**config.mk**
```make
export PLATFORM = sky130hd
export DESIGN_NAME = alu_arbiter
export DESIGN_NICKNAME = d
export VERILOG_FILES = /design/src/rtl/alu_arbiter.sv
export SDC_FILE = /design/constraint.sdc
export NUM_CORES = 1
export LEC_CHECK = 0
export CAP_MARGIN = 10
export CORE_AREA = 2 2 162 164
export DETAILED_ROUTE_END_ITERATION = 16
export DIE_AREA = 0 0 164 166
export GPL_TIMING_DRIVEN = 0
export PLACE_DENSITY_LB_ADDON = 0.12
export SYNTH_ARGS = -nofsm -noshare
export SYNTH_HDL_FRONTEND = slang
export SYNTH_SLANG_ARGS = --single-unit
export TNS_END_PERCENT = 20
```
**constraint.sdc**
```tcl
create_clock -name clk -period 5 [get_ports clk]
set_clock_uncertainty 0.2 [all_clocks]
set_input_delay 1 -clock clk [delete_from_list [all_inputs] [get_ports clk]]
set_output_delay 1 -clock clk [all_outputs]
set_load 0.02 [all_outputs]
```
**src/rtl/alu_arbiter.sv**
```systemverilog
// -----------------------------------------------------------------------------
// alu_arbiter
//   Shares the single core ALU between NREQ requesters. One operation is in
//   flight at a time: IDLE (arbitrate/accept) -> ISSUE (alu_en pulse) ->
//   WAIT (ALU_LAT edges) -> RESP (one-cycle resp_valid to the winner).
//
//   Optional build macro:
//     ALU_ARB_PRIO_EN  requester 0 is fixed highest priority; round-robin
//                      runs over requesters 1..NREQ-1 only. When undefined,
//                      arbitration is pure round-robin over all requesters.
// -----------------------------------------------------------------------------
module alu_arbiter #(
    parameter int NREQ    = 4,   // number of requesters (2..8)
    parameter int ALU_LAT = 1    // edges from alu_en sample to alu_result valid (>=1)
) (
    input  logic                 clk,
    input  logic                 reset,
    input  logic [NREQ-1:0]      req_valid,
    output logic [NREQ-1:0]      req_ready,
    input  logic [4*NREQ-1:0]    req_op,
    input  logic [32*NREQ-1:0]   req_a,
    input  logic [32*NREQ-1:0]   req_b,
    output logic [NREQ-1:0]      resp_valid,
    output logic [31:0]          resp_result,
    output logic                 resp_zero,
    output logic                 busy,
    output logic                 alu_en,
    output logic [3:0]           alu_op,
    output logic [31:0]          alu_a,
    output logic [31:0]          alu_b,
    input  logic [31:0]          alu_result
);

    localparam int IDW = $clog2(NREQ);
    localparam int CW  = $clog2(ALU_LAT + 1);

    typedef enum logic [1:0] {
        S_IDLE  = 2'd0,
        S_ISSUE = 2'd1,
        S_WAIT  = 2'd2,
        S_RESP  = 2'd3
    } state_t;

    state_t          state;
    logic [IDW-1:0]  rr_ptr;
    logic [IDW-1:0]  grant_id;
    logic [CW-1:0]   wait_cnt;

    logic [IDW-1:0]  grant;
    logic            grant_found;
    logic [IDW-1:0]  rr_next;
    logic [IDW-1:0]  scan_base;
    logic [IDW:0]    scan_sum;
    logic [IDW-1:0]  scan_idx;

    logic [3:0]      sel_op;
    logic [31:0]     sel_a;
    logic [31:0]     sel_b;

    // Pick the winner: first valid requester at or after the round-robin pointer.
    always_comb begin
        // NOTE: every combinational output gets a default before any branch,
        // so no path leaves a value unassigned and no latch is inferred.
        grant       = '0;
        grant_found = 1'b0;
        scan_base   = rr_ptr;
        scan_sum    = '0;
        scan_idx    = '0;
`ifdef ALU_ARB_PRIO_EN
        // Requester 0 preempts; the rotating scan covers indices 1..NREQ-1.
        scan_base = (rr_ptr == '0) ? IDW'(1) : rr_ptr;
        if (req_valid[0]) begin
            grant       = '0;
            grant_found = 1'b1;
        end else begin
            for (int k = 0; k < NREQ - 1; k++) begin
                scan_sum = {1'b0, scan_base} + (IDW+1)'(k);
                if (scan_sum >= (IDW+1)'(NREQ))
                    scan_sum = scan_sum - (IDW+1)'(NREQ - 1);
                scan_idx = scan_sum[IDW-1:0];
                if (!grant_found && req_valid[scan_idx]) begin
                    grant       = scan_idx;
                    grant_found = 1'b1;
                end
            end
        end
`else
        for (int k = 0; k < NREQ; k++) begin
            scan_sum = {1'b0, scan_base} + (IDW+1)'(k);
            if (scan_sum >= (IDW+1)'(NREQ))
                scan_sum = scan_sum - (IDW+1)'(NREQ);
            scan_idx = scan_sum[IDW-1:0];
            if (!grant_found && req_valid[scan_idx]) begin
                grant       = scan_idx;
                grant_found = 1'b1;
            end
        end
`endif
    end

    // Pointer value to load on accept: one past the winner, wrapping.
    always_comb begin
        rr_next = '0;
`ifdef ALU_ARB_PRIO_EN
        // A priority grant to requester 0 leaves the rotation untouched.
        if (grant == '0)
            rr_next = rr_ptr;
        else if (grant == IDW'(NREQ - 1))
            rr_next = IDW'(1);
        else
            rr_next = grant + IDW'(1);
`else
        if (grant == IDW'(NREQ - 1))
            rr_next = '0;
        else
            rr_next = grant + IDW'(1);
`endif
    end

    // Route the winner's opcode and operands to the capture registers.
    always_comb begin
        sel_op = '0;
        sel_a  = '0;
        sel_b  = '0;
        for (int i = 0; i < NREQ; i++) begin
            if (grant == IDW'(i)) begin
                sel_op = req_op[4*i +: 4];
                sel_a  = req_a[32*i +: 32];
                sel_b  = req_b[32*i +: 32];
            end
        end
    end

    // Accept strobe: only in IDLE, one-hot on the winner, silent while in reset.
    always_comb begin
        req_ready = '0;
        if (state == S_IDLE && grant_found && !reset)
            req_ready = NREQ'(1) << grant;
    end

    assign busy = (state != S_IDLE);

    // Operation sequencer and all registered outputs.
    always_ff @(posedge clk or posedge reset) begin
        if (reset) begin
            state       <= S_IDLE;
            rr_ptr      <= '0;
            grant_id    <= '0;
            wait_cnt    <= '0;
            alu_en      <= 1'b0;
            alu_op      <= '0;
            alu_a       <= '0;
            alu_b       <= '0;
            resp_valid  <= '0;
            resp_result <= '0;
            resp_zero   <= 1'b0;
        end else begin
            // NOTE: non-blocking assignments here so every register samples
            // pre-edge values; the pulse defaults below are overridden later
            // in the same block where a pulse is due.
            alu_en     <= 1'b0;
            resp_valid <= '0;
            case (state)
                S_IDLE: begin
                    if (grant_found) begin
                        alu_op   <= sel_op;
                        alu_a    <= sel_a;
                        alu_b    <= sel_b;
                        grant_id <= grant;
                        rr_ptr   <= rr_next;
                        alu_en   <= 1'b1;
                        state    <= S_ISSUE;
                    end
                end
                S_ISSUE: begin
                    wait_cnt <= CW'(ALU_LAT);
                    state    <= S_WAIT;
                end
                S_WAIT: begin
                    // The ALU zero flag is ignored; zero is derived from the result.
                    if (wait_cnt == CW'(1)) begin
                        resp_result <= alu_result;
                        resp_zero   <= (alu_result == 32'd0);
                        resp_valid  <= NREQ'(1) << grant_id;
                        state       <= S_RESP;
                    end else begin
                        wait_cnt <= wait_cnt - CW'(1);
                    end
                end
                S_RESP: begin
                    state <= S_IDLE;
                end
                default: begin
                    state <= S_IDLE;
                end
            endcase
        end
    end

endmodule

```
# --- Word-level counts from Yosys, hierarchy flattened ---
# Index checks and enable logic that the tools add are counted.
op_classes:
  div_mod_pow: 0
  n_lt_le_gt_ge: 8
  n_addsub: 9
  bitwise: 0
  n_eq_ne: 8
  n_reduce_logical: 17
  muxes: 43
  mul: 0
  shift: 2
op_table:
  columns: ["op", "count"]
  rows:
  - ["two-way mux 32 bit", 8]
  - ["logical NOT 32 bit", 1]
  - ["two-way mux 4 bit", 7]
  - ["two-way mux 2 bit", 11]
  - ["< comparator 2 x 3 -> 1 bit (second input constant)", 4]
  - ["two-way mux 1 bit", 11]
  - [">= comparator 3 bit (second input constant)", 3]
  - ["binary-select mux 1 bit (select 2 bit)", 4]
  - ["equality test 2 bit (second input constant)", 4]
  - ["one-hot mux 2 bit (4 select lines)", 1]
  - ["left shift 1 x 2 -> 4 bit (first input constant)", 2]
  - ["subtractor 2 x 1 -> 2 bit (second input constant)", 4]
  - ["adder 2 x 2 -> 3 bit (second input constant)", 2]
  - ["AND reduction 2 bit", 3]
  - ["logical AND 1 bit", 5]
  - ["equality test 2 x 1 -> 1 bit (second input constant)", 2]
  - ["logical NOT 1 bit", 4]
  - ["logical NOT 2 bit", 2]
  - ["inequality test 2 bit (second input constant)", 2]
  - ["nonzero test 2 bit", 2]
  - ["adder 2 x 1 -> 3 bit (second input constant)", 1]
  - [">= comparator 2 x 3 -> 1 bit (second input constant)", 1]
  - ["adder 2 x 1 -> 2 bit (second input constant)", 1]
  - ["one-hot mux 1 bit (2 select lines)", 1]
  - ["subtractor 1 bit (second input constant)", 1]
word_totals:
  latch_bits: 0
  word_cells: 98
  memories: 0
  mem_bits_rw: 0
  reg_bits: 113
  romBits: 0

# --- Logic depth before layout (Yosys ltp) ---
depth:
  depth_word: 19
  depth_mapped: 10
  ltp_nobuf: 7

# --- Worst setup path after synthesis ---
# No wires, ideal clock.
synth_timing:
  path_type: "input -> output"
  from: "input port reset"
  to: "output port req_ready[0]"
  stages: 2
  t_arrival_ns: 3.937
  path_slack_ns: -0.137
  cell_sequence: "inv_1 and3_1"
synth_between:
  elab_chain_len: 3
synth_lines:
  columns: ["item", "line", "source"]
  rows:
  - ["from (decl)", "17", "input logic reset,"]
  - ["logical NOT 1 bit (no source line)", null, null]
  - ["logical AND 1 bit", "137", "if (state == S_IDLE && grant_found && !reset)"]
  - ["two-way mux 4 bit", "137", null]
  - ["to (decl)", "19", "output logic [NREQ-1:0] req_ready,"]
# No other way between the ends.

# --- Worst setup path after layout ---
layout_timing:
  from: "input port req_valid[2]"
  to: "output port req_ready[2]"
layout_between:
  elab_chain_len: 15
layout_lines:
  columns: ["item", "line", "source"]
  rows:
  - ["from (decl)", "18", "input logic [NREQ-1:0] req_valid,"]
  - ["binary-select mux 1 bit (select 2 bit)", "93", "if (!grant_found && req_valid[scan_idx]) begin"]
  - ["two-way mux 1 bit (implied by the code)", "93", null]
  - ["two-way mux 1 bit", "93", null]
  - ["logical NOT 1 bit", "93", null]
  - ["logical AND 1 bit", "93", null]
  - ["two-way mux 1 bit", "93", null]
  - ["logical NOT 1 bit", "93", null]
  - ["logical AND 1 bit", "93", null]
  - ["two-way mux 1 bit", "93", null]
  - ["logical NOT 1 bit", "93", null]
  - ["logical AND 1 bit", "93", null]
  - ["two-way mux 1 bit", "93", null]
  - ["logical AND 1 bit (2 in a row)", "137", null]
  - ["two-way mux 4 bit (*)", "137", null]
# Mark *: on every way between the ends. The rest lies on a longest branch, timed or not. The select of a mux whose other input is x is not followed.

==> reports/results.md <==
• cell family with most CP delay: buffers and inverters
• worst ir drop on vdd: 0.269 mV
• Multi-input gate area: 0.00328 mm^2
• worst reg-to-reg path cell count: 8
• distinct cell type count after synthesis: 31
• ordered list of cells on the worst path: dlygate4sd2_1 -> mux2i_1 -> nor2_1 -> or4_1 -> ha_1 -> clkbuf_2 -> clkbuf_2 -> and3_1 -> clkdlybuf4s50_1
• stages on the worst setup path: 9
• flip-flop and latch count after synthesis: 113
• Via-to-Cell Ratio: 4.95
• full die area: 0.0272 mm^2
• die height: 166 um
• max capacitance violation total: 0
• Wirelength per Cell: 20.6 um
• deepest clock path buffer count: 2
• area overhead of the layout relative to synthesis: 79.4%
• sort of element at the end of the critical path: output pin
• DRT Wirelength: 31900 um
• part of the cycle the worst path needs: 96.7%
• total CTS buffers: 17
• placed cell count: 1517
• startpoint-to-endpoint class of the critical path: input port to output pin
• arrival time at the worst endpoint: 3630 ps
• count of yosys warnings during synthesis: 0
• overall overflow remaining after global route: 0
• total power of the final layout: 7.46 mW
• launch instance of the worst register-to-register path: rr_ptr[1]
• share of cells above drive strength 1: 8.58%
• number of enable-type register cells in the synthesized netlist: 0
• cell taking the most area after synthesis: sky130_fd_sc_hd__dfrtp_1
• crit path launch type: input port
• Post-layout nets: 1516
• Async SR Flop Fraction: 100%
• number of failing hold endpoints at the final stage: 0
• highest layer used for signal routing: met5
• gr usage total: 22.5%
• routability congestion estimate from global placement: 0.823
• Worst slew margin: 47.2%
• buffering stage count on the worst path with inverters included: 4
• drt initial violations: 339
• met1 WL: 12500 um
• number of H-tree levels: 4
• CORE AREA: 0.0256 mm^2
• count of mapped cells out of synthesis: 759
• mean instance size in the synthesized netlist: 8.85 um^2
• power per standard cell area: 619 mW/mm^2
• clk slew on worst S/H paths: 60 ps
• maximum number of pins on one net before global-route repair: 42
• count of nets left with antenna violations after detail routing: 0
• last element of the critical path: req_ready[2]
• max frequency: 207 MHz
• Min Clock Period, post-route: 4830 ps
• DRC violation count after routing: 0
• Cell Area, Synth: 0.00672 mm^2
• register cell area after layout: 0.00283 mm^2
• data required time of the critical path: 3800 ps
• run status: complete, no violations
• count of endpoints failing setup in the final report: 0
• minimum setup slack in the final design: 165 ps
• total of fill cells in the finished design: 2549
• number of global-route vias before repair: 7799
• Routed met3 length: 2770 um
• total of hold buffers inserted after clock tree synthesis: 0
• Cell Count, Final, Fillers Out: 1548
• critical path fanouts, max: 10
• Detailed Place HPWL: 24700 um
• Pre-antenna DRT Iters: 5
• total leakage power: 4.90 nW
• sequential share of the synthesized area: 42.1%
• Cell Rows: 59
• IO buf count: 420
• CTS tree: built
• initial antenna violation count: 3
• worst slack, placed: -618 ps
• post-place instance area: 0.0114 mm^2
• path type of the worst min-delay path: flop to flop
• pin slew with the least headroom to its limit: 791 ps
• top cell type's share of synthesized area: 42.1%
• fin area: 0.0120 mm^2
• Most Frequent Cell on Critical Path: sky130_fd_sc_hd__clkbuf_2
• timing startpoint of the critical path: req_valid[2]
• global-route wire length before repair: 46000 um
• clock network latency to the later pin of the worst-skew pair: 410 ps
• Crit-path slowest cell: sky130_fd_sc_hd__or4_1
• overall via count from detail_route: 7663
• met2 routed WL: 15900 um
• root cell of the clock tree: sky130_fd_sc_hd__clkbuf_16
• end of the worst register-to-register path: alu_a[13]
• unrepaired setup endpoints after global routing: no
• delay of the slowest cell on the worst path: 570 ps
• net count after synthesis: 1076
• Initial Util: 26.2%
• clock net sink count: 113
• cell types with the largest area share after synthesis: sky130_fd_sc_hd__dfrtp_1, sky130_fd_sc_hd__a21oi_1, sky130_fd_sc_hd__a221o_1
• worst hold slack after final layout: 298 ps
• io pins: 421
• register-to-register setup slack: 1690 ps
• Die W: 164 um
• final number of max-transition violations: 0
• predominant post-synthesis flop cell: sky130_fd_sc_hd__dfrtp_1
==> cell families (layout without fill, tap and decap cells) <==
family,count (synthesis),count (layout),synth area share (%)
other,0,1,0
and+or+nand+nor,175,175,14.7
muxes,34,34,5.68
buffers and inverters,147,600,9.35
AOI/OAI and AO/OA,283,283,26.9
adders and majority gates,7,7,1.30
DFF,113,113,42.1
==> cells in the mapped netlist (4+ instances only) <==
cell type / number
sky130_fd_sc_hd__buf_6: 7
sky130_fd_sc_hd__nand3b_1: 68
sky130_fd_sc_hd__nand2b_1: 4
sky130_fd_sc_hd__nor4_1: 10
sky130_fd_sc_hd__buf_2: 19
sky130_fd_sc_hd__mux2_2: 33
sky130_fd_sc_hd__a221o_1: 68
sky130_fd_sc_hd__clkbuf_1: 46
sky130_fd_sc_hd__dfrtp_1: 113
sky130_fd_sc_hd__ha_1: 7
sky130_fd_sc_hd__nand2_1: 8
sky130_fd_sc_hd__nor2_1: 71
sky130_fd_sc_hd__inv_1: 74
sky130_fd_sc_hd__and3_1: 4
sky130_fd_sc_hd__a21oi_1: 207
==> power by group <==
group	internal (mW)	total (mW)	switching [mW]	leakage, nW
clock	0.793	1.29	0.498	0.289
sequential	1.39	1.64	0.250	1.31
combinational	2.08	4.53	2.45	3.30
total	4.26	7.46	3.20	4.90
==> timing repair <==
action,CTS,global route
resized for setup,14,1
endpoints found under the setup margin,4,1
buffers inserted,0,0
hold endpoints to repair,0,0
pin swaps,0,0
==> area by class of cell <==
class	instances	area share (%)
timing repair buffer	423	35.4
sequential	113	23.5
tap	335	3.48
buffer	70	2.91
inverter	75	2.37
clock inverter	14	1.51
clock buffer	18	3.56
multi-input combinational	499	27.3
antenna	1	0.0208
==> worst register-to-register path: stages (launching register included) <==
cell	delay (ps)
sky130_fd_sc_hd__dfrtp_1	420
sky130_fd_sc_hd__mux2i_1	210
sky130_fd_sc_hd__nor2_1	90
sky130_fd_sc_hd__nor4_1	460
sky130_fd_sc_hd__ha_2	440
sky130_fd_sc_hd__clkbuf_1	530
sky130_fd_sc_hd__clkbuf_1	580
sky130_fd_sc_hd__a21oi_1	150
sky130_fd_sc_hd__a21oi_1	170
==> metrics by stage <==
stage	util [%]	setup TNS [ps]
final	47.0	0
after global routing	47.0	0
after CTS	47.0	0
after detailed placement	44.5	-1850
after global placement	44.3	-6060
after floorplan	-	0
==> state kept, by name (all words and copies together), names as in the netlist <==
signal and flops:
alu_a 32, alu_b 32, resp_result 32, alu_op 4
resp_valid 4, grant_id 2, rr_ptr 2, state 2
alu_en 1, resp_zero 1, wait_cnt 1
==> worst min path at each step <==
| stage | start | end | slack (ps) | depth (start not counted) |
|---|---|---|---|---|
| floorplan | grant_id[0] | resp_valid[2] | 260 | 1 |
| global placement | resp_result[20] | resp_result[20] | 290 | 1 |
| detailed placement | resp_result[8] | resp_result[8] | 290 | 1 |
| CTS | grant_id[1] | resp_valid[0] | 300 | 1 |
| global route | resp_result[15] | resp_result[15] | 310 | 1 |
| finish | grant_id[1] | resp_valid[1] | 300 | 1 |
==> per-layer routing <==
layer	track usage (%)	up-vias
li1	-	3619
met1	25.8	3666
met2	40.0	335
met3	6.89	41
met4	6.64	2
met5	0	-
==> layout by cell type (no fill, tap or decap), types with 9 or more instances in the layout <==
master                            count
sky130_fd_sc_hd__clkdlybuf4s50_1    415
sky130_fd_sc_hd__a21oi_1            207
sky130_fd_sc_hd__dfrtp_1            113
sky130_fd_sc_hd__inv_1               73
sky130_fd_sc_hd__nor2_1              71
sky130_fd_sc_hd__nand3b_1            68
sky130_fd_sc_hd__a221o_1             68
sky130_fd_sc_hd__clkbuf_1            42
sky130_fd_sc_hd__mux2_2              33
sky130_fd_sc_hd__clkbuf_16           17
sky130_fd_sc_hd__buf_2               16
sky130_fd_sc_hd__nor4_1               9
Power figures use the tool's default switching activity.
==> variant 1, RTL diff (same flow settings) <==
Encoding of `state_t`: now Gray code (2 bits for 4 states).
--- a/src/rtl/alu_arbiter.sv
+++ b/src/rtl/alu_arbiter.sv
@@ -35,10 +35,10 @@
     localparam int CW  = $clog2(ALU_LAT + 1);
 
     typedef enum logic [1:0] {
-        S_IDLE  = 2'd0,
-        S_ISSUE = 2'd1,
-        S_WAIT  = 2'd2,
-        S_RESP  = 2'd3
+        S_IDLE  = 2'b00,
+        S_ISSUE = 2'b01,
+        S_WAIT  = 2'b11,
+        S_RESP  = 2'b10
     } state_t;
 
     state_t          state;
Check against the original RTL: same outputs for any inputs over 4 cycles, from zero or initial values and one cycle with reset high; so few cycles prove little.
==> variant 1 against the unedited design <==
Register-to-register slack worse by 100 ps; final area up 0.61%; power down 1.6%; core utilization is 0.29 points higher; wire length shrank 1.2%; cell count up 0.13%; global-route usage grew 0.14 points; synthesized area up 0.73%; setup slack better by 12 ps; sequential cell count stayed put; critical path type unchanged; largest power group unchanged; highest routed layer is now met4.
==> variant 1: results <==
[outcome]
status = finished, final reports clean

[route]
drt_iter0_markers = 401
top_layer_used = met4
wirelength_mm = 31.55
routed-wl-met3_mm = 2.508
drtPass1Iterations = 5
avgViaCountPerCell = 5.004
wl_met1_mm = 12.53

[global_routing]
grt_max_degree = 41
gr-usage-met2_pct = 39.68
globalRouteMet3Util_pct = 5.869
grt_pass1_wl_mm = 46.95
grt_antenna_before_repair = 1
track_usage_pct = 22.67
gr-usage-met1_pct = 27.00
grt_pass1_vias = 7983

[synthesis]
synth.area.top_cells = dfrtp_1, a21oi_1, a221o_1
synth.distinct_cells = 34
syn_nets = 1079
synth_common_cells = a21oi_1, dfrtp_1, inv_1, nand2_1
ys_async_sr_fraction_pct = 100.0
synth.yosys.seq_area_share_pct = 41.80
yosysWarnings = 0

[critical_path]
slowest_delay_ps = 600
cp_slowest_cell = clkdlybuf4s50_1
critPathMaxFanout = 20
crit_arrival_ps = 3620

[placed_design]
hpwl_mm = 24.21
dp_slack_ps = -1083
gp_congestion = 0.7934
place_area_um2 = 11450

[pwr]
switching_power_uw = 3119
p_leak_uw = 0.004798
peakVddDrop_uv = 242.5

[sta]
tightest_slew_ps = 1101

[layout]
n_fill_cell = 2450
drive_above_1_share_pct = 7.743
finalNonFillerCells = 1550
final_net_count = 1515

[clocking]
cts_resized = 14
-- variant 1: cell type report --
cell class	instances	area [um^2]	share of cell area [%]
Multi-Input combinational cell	498	3333	27.50
Buffer	75	370.4	3.055
Sequential cell	113	2828	23.33
Clock inverter	15	195.2	1.610
Antenna cell	1	2.502	0.02064
Clock buffer	17	425.4	3.509
Tap cell	335	419.2	3.458
Timing Repair Buffer	423	4272	35.24
Inverter	73	277.8	2.291
-- variant 1: worst paths after layout --
check | from | endpoint | cells past startpoint | slack (ps)
setup / recovery | req_valid[2] | req_ready[3] | 7 | 180
hold / removal | resp_zero$_DFFE_PP0P_ | resp_zero$_DFFE_PP0P_ | 2 | 290
setup reg to reg | rr_ptr[1]$_DFFE_PP0N_ | alu_a[13]$_DFFE_PP0N_ | 8 | 1590
hold reg to reg | resp_zero$_DFFE_PP0P_ | resp_zero$_DFFE_PP0P_ | 2 | 290
max in group asynchronous | reset | alu_b[8]$_DFFE_PP0N_ | 4 | 3210
min in group asynchronous | reset | resp_result[26]$_DFFE_PP0P_ | 2 | 650
-- variant 1: kinds of logic (layout without fill, tap and decap cells) --
kind of cell	count (synthesis)	in the layout	synth area share, %
fa+ha+maj	4	4	0.7398
compound gates	284	284	27.58
simple gates	176	176	14.81
flops	113	113	41.80
buf+inv	154	603	9.432
mux	34	34	5.641
other cells	0	1	0
-- variant 1: power by group through the flow --
stage / logic, uW / clock network (uW) / registers, uW
3_5_place_dp: 4420 / 0 / 1640
3_3_place_gp: 4400 / 0 / 1620
4_1_cts: 4450 / 1340 / 1630
6_report: 4400 / 1310 / 1630
2_1_floorplan: 1980 / 0 / 2150
5_1_grt: 4780 / 1380 / 1690
==> variant 2, RTL diff (config.mk and constraints unchanged) <==
Made on the original files. Set the parameter `ALU_LAT` to 2 (it was 1).
--- a/src/rtl/alu_arbiter.sv
+++ b/src/rtl/alu_arbiter.sv
@@ -11,7 +11,7 @@
 // -----------------------------------------------------------------------------
 module alu_arbiter #(
     parameter int NREQ    = 4,   // number of requesters (2..8)
-    parameter int ALU_LAT = 1    // edges from alu_en sample to alu_result valid (>=1)
+    parameter int ALU_LAT = 2    // edges from alu_en sample to alu_result valid (>=1)
 ) (
     input  logic                 clk,
     input  logic                 reset,
Check against the original RTL: not equivalent (Yosys sat finds a counterexample within 4 cycles, from zero or initial values and one cycle with reset high).
==> variant 2 against the unedited design <==
Wire length increased by 0.97%; sequential cell count grew 1; register-to-register slack got worse by 60 ps; count of clock-buffer cells in the layout is 3 higher; clock power increased by 4%; final area increased by 0.93%; non-clock buffer count rose by 1; synthesized area is 0.97% higher; power about the same; via count grew 0.76%; critical path depth grew 1; setup slack gained 25 ps; cell count rose by 0.58%.
==> variant 2: results <==
[outcome]
status = finished, final reports clean

[synthesis]
synth_cells = 765
syn_nets = 1083
yosysWarnings = 0
synth_common_cells = a21oi_1, dfrtp_1, inv_1
synth.area.top_cells = dfrtp_1, a21oi_1, a221o_1
ys_async_sr_fraction_pct = 100.0
synth_ff_type = dfrtp_1
synth.distinct_cells = 32
synth.yosys.seq_area_share_pct = 42.07

[clocking]
cts_buffers = 17
cts_root_buffer = clkbuf_16
path_clk_slew_ps = 60
insertion_delay_ps = 410
cts-htree-levels = 4
cts_buffer_depth = 2

[critical_path]
reg2regPathDepth = 8
r2r_slack_ps = 1630
critPathMaxFanout = 10
crit_arrival_ps = 3610

[global_routing]
gr-usage-met2_pct = 40.01
grt_pass1_vias = 7883
track_usage_pct = 23.06
grt_pass1_wl_mm = 47.53
gr-usage-met1_pct = 27.15
globalRouteMet3Util_pct = 6.918
grt_max_degree = 38
grt_antenna_before_repair = 5

[min_path]
holdPathStages = 2
hp-class = flop to flop

[pwr]
intPower_uw = 4325
peakVddDrop_uv = 258.6
p_leak_uw = 0.004949

[sta]
min_period_over_period_pct = 96.20
slew-limit-headroom_pct = 50.33

[layout]
drive_above_1_share_pct = 8.456
top_regs = alu_a (32), alu_b (32), resp_result (32)

[route]
drtPass1Iterations = 4
avgViaCountPerCell = 4.959
vias = 7721
wirelength_mm = 32.23
detail-route-antenna-nets = 0
drt_iter0_markers = 336

[placed_design]
hpwl_mm = 25.10
dp_slack_ps = -588.7
io_buffer_count = 420
place_area_um2 = 11470
placed_cells = 1523
gp_congestion = 0.8853
[variant 2: repair_timing]
item,CTS,global route
gates cloned,0,0
buffers inserted,0,0
hold buffers,0,0
endpoints found under the hold margin,0,0
setup endpoints to repair,4,4
gates resized for setup,9,8
[variant 2: critical path: stages]
cell	delay [ps]
dlymetal6s2s_1	230
nand2b_1	150
a21oi_1	110
or4_1	570
ha_1	220
clkbuf_4	200
buf_4	210
buf_4	200
and3_1	170
clkdlybuf4s50_1	530
[variant 2: path summary, 6_finish.rpt]
check | to | startpoint
max | req_ready[0] | req_valid[1]
min | resp_zero$_DFFE_PP0P_ | resp_zero$_DFFE_PP0P_
max reg2reg | alu_a[14]$_DFFE_PP0N_ | rr_ptr[1]$_DFFE_PP0N_
min reg2reg | resp_zero$_DFFE_PP0P_ | resp_zero$_DFFE_PP0P_
max in group asynchronous | alu_a[21]$_DFFE_PP0N_ | reset
min in group asynchronous | resp_result[8]$_DFFE_PP0P_ | reset
[variant 2: power groups by stage]
stage / clock network (uW) / logic (uW) / registers, uW
2_1_floorplan: 0 / 2020 / 2170
3_3_place_gp: 0 / 4460 / 1650
3_5_place_dp: 0 / 4490 / 1660
4_1_cts: 1370 / 4510 / 1660
5_1_grt: 1410 / 4850 / 1710
6_report: 1340 / 4470 / 1660
[variant 2: logic make-up after synthesis]
family                     after synthesis  synth area share, %
buffers and inverters                  148                9.280
and+or+nand+nor                        175                14.59
AOI/OAI and AO/OA                      284                26.64
muxes                                   36                5.941
DFF                                    114                42.07
adders and majority gates                8                1.476
[variant 2: per-layer routing]
metal | routed length (um) | part of all wire, % | vias to the layer above
met5 | 11 | 0.034 | -
li1 | - | - | 3645
met4 | 629 | 2.0 | 2
met3 | 2733 | 8.5 | 34
met2 | 15920 | 49 | 316
met1 | 12930 | 40 | 3724
[variant 2: layout make-up]
cell class	instances	area (um^2)
sequential	114	2853
timing repair buffer	423	4274
tap	335	419.2
multi-input combinational	503	3319
antenna	4	10.01
inverter	75	285.3
clock inverter	11	173.9
buffer	71	356.6
clock buffer	21	470.5
fill	2510	13450
[variant 2: through the flow]
stage / total power [uW] / hold WS [ps] / TNS (ps)
global placement: 6113 / 272.0 / -6028
global route: 7967 / 310.2 / 0
detailed placement: 6148 / 278.2 / -1721
CTS: 7535 / 290.0 / -258.6
floorplan: 4193 / 257.8 / 0
finish: 7469 / 288.6 / 0
